`config.mk`:
```
export PLATFORM = sky130hd
export DESIGN_NAME = spi_slave_core
export DESIGN_NICKNAME = d
export VERILOG_FILES = /design/src/rtl/spi_pkg.sv /design/src/rtl/spi_sync_edge.sv /design/src/rtl/spi_slave_core.sv
export SDC_FILE = /design/constraint.sdc
export NUM_CORES = 1
export LEC_CHECK = 0
export ABC_AREA = 1
export CORE_MARGIN = 5
export CORE_UTILIZATION = 52
export CTS_BUF_LIST = sky130_fd_sc_hd__clkbuf_8
export DETAILED_ROUTE_END_ITERATION = 10
export PLACE_DENSITY = 0.78
export SYNTH_ARGS = -nofsm -noshare
export SYNTH_HDL_FRONTEND = slang
export SYNTH_SLANG_ARGS = --single-unit
```
`constraint.sdc`:
```
create_clock -name i_sys_clk -period 1.8 [get_ports i_sys_clk]
set_clock_uncertainty 0.15 [all_clocks]
set_input_delay 0.36 -clock i_sys_clk [delete_from_list [all_inputs] [get_ports i_sys_clk]]
set_output_delay 0.36 -clock i_sys_clk [all_outputs]
set_load 0.01 [all_outputs]
```
`src/rtl/spi_pkg.sv`:
```
// Shared types and constants for the SPI slave core.
// Holds the FSM state encoding, the default frame width and the
// packed mode-configuration payload latched while idle.
package spi_pkg;

  localparam int unsigned DATA_W_DEF = 8;

  typedef enum logic [0:0] {
    ST_IDLE   = 1'b0,
    ST_ACTIVE = 1'b1
  } state_e;

  // Mode configuration captured while the bus is idle
  typedef struct packed {
    logic cpol;
    logic cpha;
    logic lsb_first;
  } spi_cfg_t;

endpackage

```
`src/rtl/spi_sync_edge.sv`:
```
// Two-flop synchronizer with edge detection for one asynchronous input.
// Ports:
//   clk, rst_n - system clock, async active-low reset
//   d          - asynchronous input
//   q          - synchronized level
//   rise_c     - one-cycle pulse when q goes 0->1
//   fall_c     - one-cycle pulse when q goes 1->0
module spi_sync_edge #(
  parameter logic RST_VAL = 1'b0
) (
  input  logic clk,
  input  logic rst_n,
  input  logic d,
  output logic q,
  output logic rise_c,
  output logic fall_c
);

  logic meta_q;
  logic sync_q;
  logic prev_q;

  // Synchronizer chain plus one history flop for edge detection
  always_ff @(posedge clk or negedge rst_n) begin
    if (!rst_n) begin
      meta_q <= RST_VAL;
      sync_q <= RST_VAL;
      prev_q <= RST_VAL;
    end else begin
      meta_q <= d;
      sync_q <= meta_q;
      prev_q <= sync_q;
    end
  end

  assign q      = sync_q;
  assign rise_c = sync_q & ~prev_q;
  assign fall_c = ~sync_q & prev_q;

endmodule

```
`src/rtl/spi_slave_core.sv`:
```
// SPI slave core, all four CPOL/CPHA modes, MSB- or LSB-first, oversampled
// on the system clock (i_sys_clk must run at least 4x SCK).
// Ports:
//   i_sys_clk, i_sys_rst           - system clock, async active-low reset
//   i_SCK, i_SS, i_MOSI, o_MISO    - SPI pins (asynchronous inputs)
//   o_MISO_oe                      - MISO drive enable while selected
//   i_cpol, i_cpha, i_lsb_first    - mode config, captured while idle
//   i_tx_data/i_tx_valid/o_tx_ready - TX holding-register handshake
//   o_rx_data/o_rx_valid/i_rx_ready - RX handshake
//   o_busy                         - frame in progress
//   o_underrun, o_overrun, i_clr_err - sticky errors and their clear
module spi_slave_core
  import spi_pkg::*;
#(
  parameter int unsigned DATA_W = DATA_W_DEF
) (
  input  logic              i_sys_clk,
  input  logic              i_sys_rst,
  input  logic              i_SCK,
  input  logic              i_SS,
  input  logic              i_MOSI,
  output logic              o_MISO,
  output logic              o_MISO_oe,
  input  logic              i_cpol,
  input  logic              i_cpha,
  input  logic              i_lsb_first,
  input  logic [DATA_W-1:0] i_tx_data,
  input  logic              i_tx_valid,
  output logic              o_tx_ready,
  output logic [DATA_W-1:0] o_rx_data,
  output logic              o_rx_valid,
  input  logic              i_rx_ready,
  output logic              o_busy,
  output logic              o_underrun,
  output logic              o_overrun,
  input  logic              i_clr_err
);

  localparam int unsigned       CNT_W    = $clog2(DATA_W);
  localparam logic [CNT_W-1:0]  LAST_BIT = CNT_W'(DATA_W - 1);

  // Bit presented first on MISO for a given word and bit order
  function automatic logic first_bit(input logic [DATA_W-1:0] w, input logic lsb);
    return lsb ? w[0] : w[DATA_W-1];
  endfunction

  state_e state_q, state_d;

  logic sck_lvl, sck_rise, sck_fall;
  logic ss_lvl, ss_rise, ss_fall;
  logic [1:0] mosi_sync_q;
  logic       mosi_s;

  logic [1:0] flush_q;
  logic       armed_q;

  spi_cfg_t cfg_in, cfg_q, cfg;

  logic [DATA_W-1:0] hold_q;
  logic              hold_empty_q;
  logic [DATA_W-1:0] tx_sh_q;
  logic              tx_hold_q;
  logic              miso_q;
  logic [DATA_W-1:0] rx_sh_q;
  logic [CNT_W-1:0]  bit_cnt_q;
  logic [DATA_W-1:0] rx_data_q;
  logic              rx_valid_q;
  logic              under_pend_q;
  logic              underrun_q;
  logic              overrun_q;

  logic              start, stop, run;
  logic              sck_edge, lead, trail, sample, shift, last;
  logic              tx_acc, ld_empty, under_set, over_set;
  logic [DATA_W-1:0] ld_word, rx_nx, tx_nx;

  spi_sync_edge #(.RST_VAL(1'b0)) u_sck_sync (
    .clk    (i_sys_clk),
    .rst_n  (i_sys_rst),
    .d      (i_SCK),
    .q      (sck_lvl),
    .rise_c (sck_rise),
    .fall_c (sck_fall)
  );

  spi_sync_edge #(.RST_VAL(1'b1)) u_ss_sync (
    .clk    (i_sys_clk),
    .rst_n  (i_sys_rst),
    .d      (i_SS),
    .q      (ss_lvl),
    .rise_c (ss_rise),
    .fall_c (ss_fall)
  );

  assign mosi_s = mosi_sync_q[1];
  assign cfg_in = '{cpol: i_cpol, cpha: i_cpha, lsb_first: i_lsb_first};

  // MOSI synchronizer, same latency as the SCK level so samples line up
  always_ff @(posedge i_sys_clk or negedge i_sys_rst) begin
    if (!i_sys_rst) mosi_sync_q <= 2'b00;
    else            mosi_sync_q <= {mosi_sync_q[0], i_MOSI};
  end

  // Arm only after SS has been seen high once the synchronizer has flushed,
  // so a select held low across reset release cannot start a frame.
  always_ff @(posedge i_sys_clk or negedge i_sys_rst) begin
    if (!i_sys_rst) begin
      flush_q <= 2'd0;
      armed_q <= 1'b0;
    end else begin
      if (flush_q != 2'd3) flush_q <= flush_q + 2'd1;
      if (flush_q == 2'd3 && ss_lvl) armed_q <= 1'b1;
    end
  end

  // State register
  always_ff @(posedge i_sys_clk or negedge i_sys_rst) begin
    if (!i_sys_rst) state_q <= ST_IDLE;
    else            state_q <= state_d;
  end

  // Next state, edge classification and frame control
  always_comb begin
    state_d  = state_q;
    start    = 1'b0;
    stop     = 1'b0;
    run      = 1'b0;
    cfg      = (state_q == ST_IDLE) ? cfg_in : cfg_q;
    sck_edge = sck_rise | sck_fall;
    lead     = sck_edge & (sck_lvl ^ cfg.cpol);
    trail    = sck_edge & ~(sck_lvl ^ cfg.cpol);

    case (state_q)
      ST_IDLE: begin
        if (ss_fall && armed_q) begin
          state_d = ST_ACTIVE;
          start   = 1'b1;
        end
      end
      ST_ACTIVE: begin
        if (ss_rise) begin
          state_d = ST_IDLE;
          stop    = 1'b1;
        end else begin
          run = 1'b1;
        end
      end
      default: state_d = ST_IDLE;
    endcase

    sample   = run & (cfg.cpha ? trail : lead);
    shift    = run & (cfg.cpha ? lead : trail);
    last     = sample && (bit_cnt_q == LAST_BIT);

    tx_acc   = i_tx_valid & hold_empty_q;
    ld_empty = hold_empty_q & ~i_tx_valid;
    if (!hold_empty_q)   ld_word = hold_q;
    else if (i_tx_valid) ld_word = i_tx_data;
    else                 ld_word = '1;

    rx_nx = cfg.lsb_first ? {mosi_s, rx_sh_q[DATA_W-1:1]}
                          : {rx_sh_q[DATA_W-2:0], mosi_s};
    tx_nx = cfg.lsb_first ? (tx_sh_q >> 1) : (tx_sh_q << 1);

    // A reloaded all-ones word only counts as underrun once the master clocks it
    under_set = (start & ld_empty) | (sample & (bit_cnt_q == '0) & under_pend_q);
    over_set  = last & rx_valid_q & ~i_rx_ready;
  end

  // Datapath: holding register, TX/RX shifters, handshakes, sticky errors
  always_ff @(posedge i_sys_clk or negedge i_sys_rst) begin
    if (!i_sys_rst) begin
      cfg_q        <= '0;
      hold_q       <= '0;
      hold_empty_q <= 1'b1;
      tx_sh_q      <= '0;
      tx_hold_q    <= 1'b0;
      miso_q       <= 1'b0;
      rx_sh_q      <= '0;
      bit_cnt_q    <= '0;
      rx_data_q    <= '0;
      rx_valid_q   <= 1'b0;
      under_pend_q <= 1'b0;
      underrun_q   <= 1'b0;
      overrun_q    <= 1'b0;
    end else begin
      if (state_q == ST_IDLE) cfg_q <= cfg_in;

      // A word accepted in a frame-load cycle with an empty holder bypasses it
      if (frame_ld_c()) begin
        if (!hold_empty_q) hold_empty_q <= 1'b1;
      end else if (tx_acc) begin
        hold_q       <= i_tx_data;
        hold_empty_q <= 1'b0;
      end

      // tx_hold_q: next shift edge re-presents the first bit instead of shifting
      if (start) begin
        tx_sh_q   <= ld_word;
        miso_q    <= first_bit(ld_word, cfg.lsb_first);
        tx_hold_q <= cfg.cpha;
      end else if (stop) begin
        tx_sh_q   <= '0;
        miso_q    <= 1'b0;
        tx_hold_q <= 1'b0;
      end else if (last) begin
        tx_sh_q   <= ld_word;
        tx_hold_q <= 1'b1;
      end else if (shift) begin
        if (tx_hold_q) begin
          miso_q    <= first_bit(tx_sh_q, cfg.lsb_first);
          tx_hold_q <= 1'b0;
        end else begin
          tx_sh_q <= tx_nx;
          miso_q  <= first_bit(tx_nx, cfg.lsb_first);
        end
      end

      if (start || stop)                    under_pend_q <= 1'b0;
      else if (last)                        under_pend_q <= ld_empty;
      else if (sample && bit_cnt_q == '0)   under_pend_q <= 1'b0;

      if (start || stop) begin
        bit_cnt_q <= '0;
        rx_sh_q   <= '0;
      end else if (sample) begin
        rx_sh_q <= rx_nx;
        if (last) begin
          bit_cnt_q <= '0;
          rx_data_q <= rx_nx;
        end else begin
          bit_cnt_q <= bit_cnt_q + CNT_W'(1);
        end
      end

      if (last)            rx_valid_q <= 1'b1;
      else if (i_rx_ready) rx_valid_q <= 1'b0;

      underrun_q <= under_set | (underrun_q & ~i_clr_err);
      overrun_q  <= over_set  | (overrun_q  & ~i_clr_err);
    end
  end

  function automatic logic frame_ld_c();
    return start | last;
  endfunction

  assign o_MISO     = miso_q;
  assign o_MISO_oe  = (state_q == ST_ACTIVE);
  assign o_busy     = (state_q == ST_ACTIVE);
  assign o_tx_ready = hold_empty_q;
  assign o_rx_data  = rx_data_q;
  assign o_rx_valid = rx_valid_q;
  assign o_underrun = underrun_q;
  assign o_overrun  = overrun_q;

endmodule

```
# Yosys cells after proc, flatten, opt, wreduce, memory -nomap -nowiden
# Cells that the tools add are included.
dict set report op_classes {
  add_sub_neg 2
  mul 0
  div 0
  magnitude_cmp 0
  n_eq_ne 5
  shifts 0
  mux 43
  n_bitwise 34
  n_reduce_logical 16
}
# op count
set op_table {}
lappend op_table {{8-bit 2-to-1 mux} 11}
lappend op_table {{1-bit 2-to-1 mux} 27}
lappend op_table {{1-bit AND} 17}
lappend op_table {{3-bit 2-to-1 mux} 4}
lappend op_table {{1-bit NOT} 11}
lappend op_table {{2-bit AND reduction} 3}
lappend op_table {{2-bit nonzero test} 3}
lappend op_table {{3-bit nonzero test} 2}
lappend op_table {{1-bit bitwise OR} 5}
lappend op_table {{1-bit logical AND} 4}
lappend op_table {{4-bit by 1-bit != test with 1-bit output, second input constant} 1}
lappend op_table {{4-bit nonzero test} 1}
lappend op_table {{3-bit by 1-bit adder with 3-bit output, second input constant} 1}
lappend op_table {{3-bit equality test, second input constant} 1}
lappend op_table {{3-bit logical NOT} 1}
lappend op_table {{3-bit != test, second input constant} 1}
lappend op_table {{3-bit AND reduction} 1}
lappend op_table {{2-bit by 1-bit adder with 2-bit output, second input constant} 1}
lappend op_table {{2-bit equality test, second input constant} 1}
lappend op_table {{2-bit != test, second input constant} 1}
lappend op_table {{1-bit one-hot mux with 2 select lines} 1}
lappend op_table {{1-bit logical OR} 1}
lappend op_table {{1-bit XOR} 1}
dict set report word_totals {
  reg_bits 57
  latchBits 0
  ramBits 0
  romBits 0
  output_inout_bits 15
  word_cells 125
  n_memories 0
}

# Depth between registers and ports, before layout
# Gate-level depths: netlist (run 1).
dict set report logic_depth {
  ltp_word 10
  depth_mapped 12
}

# Hierarchy
# From an unflattened synthesis (run 1), not the netlist that was laid out.
dict set report unflattened {
  hier_cells 332
  hier_area_um2 2711.4
}
# module n_inst cells_each area_each_um2 seq_area_each_um2
set by_module_without_submodules {}
lappend by_module_without_submodules {spi_slave_core 1 318 2527.4 1277.5}
lappend by_module_without_submodules {{spi_sync_edge at u_ss_sync} 1 7 93.8 78.8}
lappend by_module_without_submodules {{spi_sync_edge at u_sck_sync} 1 7 90.1 75.1}

# Worst setup path after synthesis (run 1)
# No wires, ideal clock.
dict set report synth_path {
  path_type {reg-to-reg}
  startpoint {register state_q, in the netlist o_MISO_oe}
  endpoint {register tx_sh_q[0]}
  arrival_ns 1.600
  t_required_ns 1.532
  path_slack_ns -0.068
  stages_incl_launch_ff 11
  cell_sequence {dfrtp_1 > inv_2 > or2_1 > o21ai_2 > inv_2 > nand2_2 > nand4_4 > buf_6 > buf_2 > nand4_1 > nand2_1}
}
# item line
set synth_rtl {}
lappend synth_rtl {{start: declaration} spi_slave_core.sv:47} ;# state_e state_q, state_d;
lappend synth_rtl {{start signal: assignment} spi_slave_core.sv:119} ;# else state_q <= state_d;
lappend synth_rtl {{end signal: assignment} spi_slave_core.sv:199} ;# tx_sh_q <= ld_word;
lappend synth_rtl {{end signal: assignment} spi_slave_core.sv:207} ;# tx_sh_q <= ld_word;
lappend synth_rtl {{end signal: assignment} spi_slave_core.sv:214} ;# tx_sh_q <= tx_nx;
lappend synth_rtl {{end: declaration} spi_slave_core.sv:61} ;# logic [DATA_W-1:0] tx_sh_q;

==> flow_summary.ini, run 1 <==
[synthesis]
netlist_instances = 331
ys_warn_count = 0
synth_area_mm2 = 0.00276
syn_area_per_cell_um2 = 8.34
synth_top_cell_by_area = dfrtp_1
synth_fp_nets = 354
ys_seq_elements = 57
seq_area_frac_synth = 0.519
yosys-top-cells-area = dfrtp_1 (48%), nand2_1 (13%), o21ai_0 (6.2%)
yosys.cell_types.count = 31
yosys.area.top_type_share = 0.481

[placed_design]
dpl.hpwl_mm = 4.53
dp.cells = 450
portBuffers = 33
routabilityCongestion = 0.844
placed_area_mm2 = 0.00336

[detailed_routing]
vias = 2617
drc = 0
first_iter_violations = 190
viasPerCell = 5.45
totalWireLength_mm = 7.53
post_drt_wl_per_cell_um = 15.7
firstDrtPassIters = 4
drtAntennaViolNets = 0

[clocking]
clk_path_buf_depth = 2
clockRootBuffer = clkbuf_8
cts_made_buffers = 9
htree_levels = 3
cts_tree = done
clk_latency_ns = 0.34
clk_pin_slew_ns = 0.07
cts.sinks = 57

[global_route]
first_global_vias = 2562
grt-ovfl-total = 0
grt_start_max_net_pins = 58
grt_usage = 0.213
antenna_found_initial = 0
grt_pass1_wl_mm = 11.9

[layout]
final_cells = 480
diodes = 0
final_common_cell = nand2_1
final_area_mm2 = 0.00392
n_fill_cell = 350
nets = 428
layout-drive-gt1-share = 0.266
final_cell_mix = nand2_1 (83), dfrtp_1 (52), inv_1 (39), buf_4 (34), clkdlybuf4s50_1 (27)
syn_to_final_growth_pct = 42.0

[timing]
setup_violations = 13
slew_viol_final = 0
rsz0062_at_grt = true
hold_viol_final = 0
tightest_slew_ns = 0.377
finalWorstSetupSlack_ns = -0.0520
fmax_mhz = 540
slew_headroom = 0.748
finalCritPeriodShare = 1.03
finalCriticalPeriod_ns = 1.85

[power]
p_comb_frac = 0.340
p_switching_mw = 1.68
clkPwrFrac = 0.290
seq_power_share = 0.370
powerDensity_mw_per_mm2 = 1250
ir_drop_v = 0.000737
p_int_mw = 3.23
leakage_nw = 1.93
netSwitchingFraction = 0.342

[setup_path]
worstSetupPathType = flop to flop
crit_path_cell_trace = inv_4, or2_4, o21ai_4, inv_2, nand2_4, nand4_4, buf_6, buf_8, nand2_2, nand3_1, nand2_1
crit_path_max_fanout = 10
worst_ep_arrival_time_ns = 1.99
cpMaxStageDelayCell = dfrtp_2
end_kind = flop
cp.required_ns = 1.93
critPathMaxStageDelay_ns = 0.44
start_kind = flop

[outcome]
violations = negative setup slack
status = complete, but fails checks

[floorplanning]
fp.dieW_um = 82.9
rows = 26
die_h_um = 82.9
core_region_area_mm2 = 0.00514
start_util = 0.537
ios = 34
die-area_mm2 = 0.00686

[job]
max-cap-violations = 0

[hold_path]
worst_hold_path_type = flop to flop
## sequential cells by signal (all words and copies together) (netlist names), 2 cells and up
register and cells:
hold_q 8, o_rx_data 8, rx_sh_q 8, tx_sh_q 8
bit_cnt_q 3, cfg_q 3, flush_q 2, mosi_sync_q 2
## power groups by stage
stage / combinational (mW) / clock [mW] / sequential [mW]
after floorplan: 0.876 / 0 / 1.78
after global placement: 1.36 / 0 / 1.79
after detailed placement: 1.41 / 0 / 1.81
after CTS: 1.50 / 1.42 / 1.79
after global routing: 1.84 / 1.50 / 1.85
final: 1.67 / 1.42 / 1.81
## metal layers
layer / part of all wire / track usage / vias up / wire, um
met5: 0 / 0 / - / 0
met4: 0.019 / 0.0847 / 0 / 140
met3: 0.061 / 0.0505 / 17 / 461
met2: 0.50 / 0.348 / 89 / 3760
met1: 0.42 / 0.272 / 1272 / 3170
li1: - / - / 1239 / -
## worst paths after layout
kind	start	end	slack [ns]	cells past startpoint
setup reg to reg	o_MISO_oe	tx_sh_q[2]	-0.05	11
min in group asynchronous	i_sys_rst	o_overrun	0.39	3
hold reg to reg	mosi_sync_q[0]	mosi_sync_q[1]	0.20	0
max in group asynchronous	i_sys_rst	u_ss_sync.meta_q	0.79	3
setup / recovery	o_MISO_oe	tx_sh_q[2]	-0.05	11
hold / removal	mosi_sync_q[0]	mosi_sync_q[1]	0.20	0
## worst max-delay path, delay by kind of cell, from the launching register on
| kind | cells | cell delay, ns |
|---|---|---|
| and+or+nand+nor | 6 | 0.64 |
| DFF | 1 | 0.44 |
| AOI/OAI and AO/OA | 1 | 0.09 |
| buffers and inverters | 4 | 0.46 |
## cells by family after synthesis
| kind of cell | after synthesis | share of synthesized area |
|---|---|---|
| compound gates | 67 | 0.140 |
| simple gates | 141 | 0.225 |
| xor+xnor | 1 | 0.00317 |
| mux | 1 | 0.00408 |
| flops | 57 | 0.519 |
| fa+ha+maj | 4 | 0.0181 |
| buf+inv | 60 | 0.0907 |
## synthesized netlist by cell type (all sizes together)
cell / count
nand2: 96
dfrtp: 53
inv: 45
o21ai: 35
nand3: 22
o22ai: 20
nand4: 10
nor2: 10
buf: 8
clkbuf: 6
o211ai: 5
dfstp: 4
ha: 4
a21oi: 3
a31oi: 3
a21o: 1
clkinv: 1
mux2: 1
nand3b: 1
nor3: 1
or2: 1
xnor2: 1
## through the flow
step | hold slack, ns | power [mW] | worst slack [ns] | utilization | TNS (ns)
after floorplan | -0.0856 | 2.65 | 0.0157 | - | 0
after global placement | 0.185 | 3.15 | -0.303 | 0.654 | -9.06
after detailed placement | 0.191 | 3.22 | -0.399 | 0.654 | -12.11
after CTS | 0.206 | 4.71 | 0.00207 | 0.727 | 0
after global routing | 0.209 | 5.19 | -0.139 | 0.762 | -2.51
final | 0.204 | 4.90 | -0.0520 | 0.762 | -0.417
## what timing repair did
action,in CTS,in global routing
gates resized for setup,25,44
hold buffers,1,0
cloned,0,1
endpoints found under the hold margin,53,0
setup endpoints to repair,35,43
setup buffers,6,6
pin swaps,3,8
## layout make-up
type                    count  area [um^2]  area share
inverters                  46          181      0.0463
well taps                  70         87.6      0.0223
multi-input cells         215         1260       0.322
clock inverters             4         73.8      0.0188
flip-flops and latches     57         1430       0.366
repair buffers             76          714       0.182
clock buffers              12          165      0.0421
No activity file was read; power rests on OpenSTA's default activity.
==> inputs of run 2 (changes only) <==
--- a/config.mk
+++ b/config.mk
@@ -9,6 +9,7 @@
 export CORE_MARGIN = 5
 export CORE_UTILIZATION = 52
 export CTS_BUF_LIST = sky130_fd_sc_hd__clkbuf_8
+export CTS_CLUSTER_DIAMETER = 150
 export DETAILED_ROUTE_END_ITERATION = 10
 export PLACE_DENSITY = 0.78
 export SYNTH_ARGS = -nofsm -noshare
==> results of run 2 <==
No change in the layout: final DEF, timing and power equal those of run 1.
==> inputs of run 3 (changes only) <==
--- a/config.mk
+++ b/config.mk
@@ -5,9 +5,8 @@
 export SDC_FILE = /design/constraint.sdc
 export NUM_CORES = 1
 export LEC_CHECK = 0
-export ABC_AREA = 1
 export CORE_MARGIN = 5
-export CORE_UTILIZATION = 52
+export CORE_UTILIZATION = 51
 export CTS_BUF_LIST = sky130_fd_sc_hd__clkbuf_8
 export CTS_CLUSTER_DIAMETER = 150
 export DETAILED_ROUTE_END_ITERATION = 10
==> flow_summary.ini, run 3 <==
[synthesis]
yosys_most_used_dff = dfrtp_1
ys_warn_count = 0
seq_area_frac_synth = 0.547
synth_edf_count = 0
yosys-top-cells-area = dfrtp_1 (51%), mux2i_1 (5.4%), mux2_2 (4.7%)
yosys.area.top_type_share = 0.507
yosys.cell_types.count = 40
synth_area_mm2 = 0.00262
netlist_instances = 221
synth_top_cell_by_area = dfrtp_1
syn_area_per_cell_um2 = 11.8
ys_seq_elements = 57
synth_most_common_cell = dfrtp_1
synthArstFlopShare = 1.00
synth_fp_nets = 244
synth_commonest_cells = dfrtp_1 (53), o21ai_0 (23), nand2_1 (20), mux2i_1 (14), mux2_2 (11)

[setup_path]
critPathMaxStageDelay_ns = 0.40
crit_path_cell_trace = ha_2, ha_4, and3_4, a21o_1, or2_4, mux2_4
worstSetupPathType = flop to flop
cpMaxStageDelayCell = dfrtp_1
start_kind = flop
cp.required_ns = 1.88
worst_ep_arrival_time_ns = 2.07
crit_path_max_fanout = 8
end_kind = flop

[clocking]
cts.sinks = 57
clk_path_buf_depth = 2
clockRootBuffer = clkbuf_8
cts_tree = done
clk_pin_slew_ns = 0.07
cts_made_buffers = 9
clk_latency_ns = 0.35
htree_levels = 3

[layout]
nets = 324
seqCellArea_mm2 = 0.00143
syn_to_final_growth_pct = 55.9
diodes = 0
layout-drive-gt1-share = 0.487
final_common_cell = dfrtp_1
n_fill_cell = 277
multi_input_area_mm2 = 0.00146
final_cell_mix = dfrtp_1 (53), buf_4 (29), clkdlybuf4s50_1 (18), o21ai_2 (13), dlymetal6s2s_1 (11)

[outcome]
status = complete, but fails checks
violations = negative setup slack

[timing]
fin_tns_setup_ns = -3.33
hold_slack_ns = 0.203
slew_headroom = 0.793
hold_viol_final = 0
rsz0062_at_grt = true
tightest_slew_ns = 0.301
finalCriticalPeriod_ns = 1.99
finalCritPeriodShare = 1.11
finalWorstSetupSlack_ns = -0.192
setup_violations = 37
fmax_mhz = 502
slew_viol_final = 0

[detailed_routing]
firstDrtPassIters = 4
vias = 2104
post_drt_wl_per_cell_um = 19.5
viasPerCell = 5.60
drtAntennaViolNets = 0
drc = 0
totalWireLength_mm = 7.32
first_iter_violations = 108

[global_route]
antenna_found_initial = 0
first_global_vias = 2007
grt_pass1_wl_mm = 9.47
grt-ovfl-total = 0
grt_usage = 0.193
grt_start_max_net_pins = 58

[floorplanning]
die-area_mm2 = 0.00666
core_region_area_mm2 = 0.00504
start_util = 0.519
die_h_um = 81.6
fp.dieW_um = 81.6
rows = 26
ios = 34

[power]
ir_drop_v = 0.000698
powerDensity_mw_per_mm2 = 1050
leakage_nw = 1.76

[placed_design]
routabilityCongestion = 0.771
portBuffers = 33
pre_cts_slack_ns = -0.310
dpl.hpwl_mm = 3.87

[hold_path]
worst_hold_path_type = flop to flop

[job]
max-cap-violations = 0
## run 3: cell count changes in the layout (fill, tap and decap cells not counted), moves of 6 or more
cell | before | now
nand2_1 | 83 | 8
inv_1 | 39 | 6
o21ai_0 | 24 | 0
nand3_1 | 16 | 2
o22ai_1 | 16 | 2
o21ai_2 | 2 | 13
mux2_4 | 0 | 10
clkdlybuf4s50_1 | 27 | 18
dlymetal6s2s_1 | 2 | 11
mux2_2 | 1 | 9
nand2_2 | 10 | 3
mux2i_1 | 0 | 6
mux2i_2 | 0 | 6
nand2b_1 | 0 | 6
## run 3: critical path: cells and delay by family (launching register included)
kind,cells,cell delay (ns)
compound gates,1,0.17
fa+ha+maj,2,0.36
flops,1,0.40
mux,1,0.32
simple gates,2,0.47
## run 3: kinds of logic after synthesis
| kind of cell | Yosys count | share of synthesized area |
|---|---|---|
| xor+xnor | 2 | 0.00957 |
| mux | 34 | 0.156 |
| compound gates | 51 | 0.123 |
| flops | 57 | 0.547 |
| buf+inv | 18 | 0.0340 |
| fa+ha+maj | 4 | 0.0191 |
| simple gates | 55 | 0.111 |
## run 3: power breakdown
group | total [mW] | switching, mW | internal (mW)
Clock | 1.23 | 0.554 | 0.678
Combinational | 1.33 | 0.567 | 0.765
Sequential | 1.71 | 0.207 | 1.51
Total | 4.28 | 1.33 | 2.95
## run 3: per-stage QoR
stage	instances	utilization	total power, mW	instance area (um^2)
final	376	0.808	4.28	4080
after floorplan	221	-	2.31	2660
after detailed placement	345	0.651	2.70	3280
after global routing	376	0.808	4.47	4080
after CTS	365	0.708	4.00	3570
after global placement	345	0.651	2.66	3280
## run 3: final cells by class
type                       count  area share
clock buffer                  10      0.0338
tap                           70      0.0215
multi-input combinational    146       0.359
timing repair buffer          81       0.213
clock inverter                 6      0.0163
inverter                       6     0.00552
sequential                    57       0.351
## run 3: what timing repair did
action | in CTS | in global routing
hold endpoints to repair | 53 | 0
setup buffers | 3 | 5
cloned | 0 | 7
endpoints found under the setup margin | 38 | 44
pin swaps | 3 | 24
hold buffers | 1 | 0
resized for setup | 23 | 100
## run 3: path summary, 6_finish.rpt
| kind | from | endpoint | slack, ns | cells after the start |
|---|---|---|---|---|
| max | bit_cnt_q[1] | hold_q[0] | -0.19 | 6 |
| min | mosi_sync_q[0] | mosi_sync_q[1] | 0.20 | 0 |
| max reg2reg | bit_cnt_q[1] | hold_q[0] | -0.19 | 6 |
| min reg2reg | mosi_sync_q[0] | mosi_sync_q[1] | 0.20 | 0 |
| max in group asynchronous | i_sys_rst | u_ss_sync.q | 0.79 | 3 |
| min in group asynchronous | i_sys_rst | tx_sh_q[3] | 0.39 | 3 |
## run 3: routing by layer
metal / vias up / track usage / wire length [um]
li1: 966 / - / -
met1: 1064 / 0.239 / 3070
met2: 62 / 0.315 / 3810
met3: 12 / 0.0658 / 350
met4: 0 / 0.0698 / 91
met5: - / 0 / 0
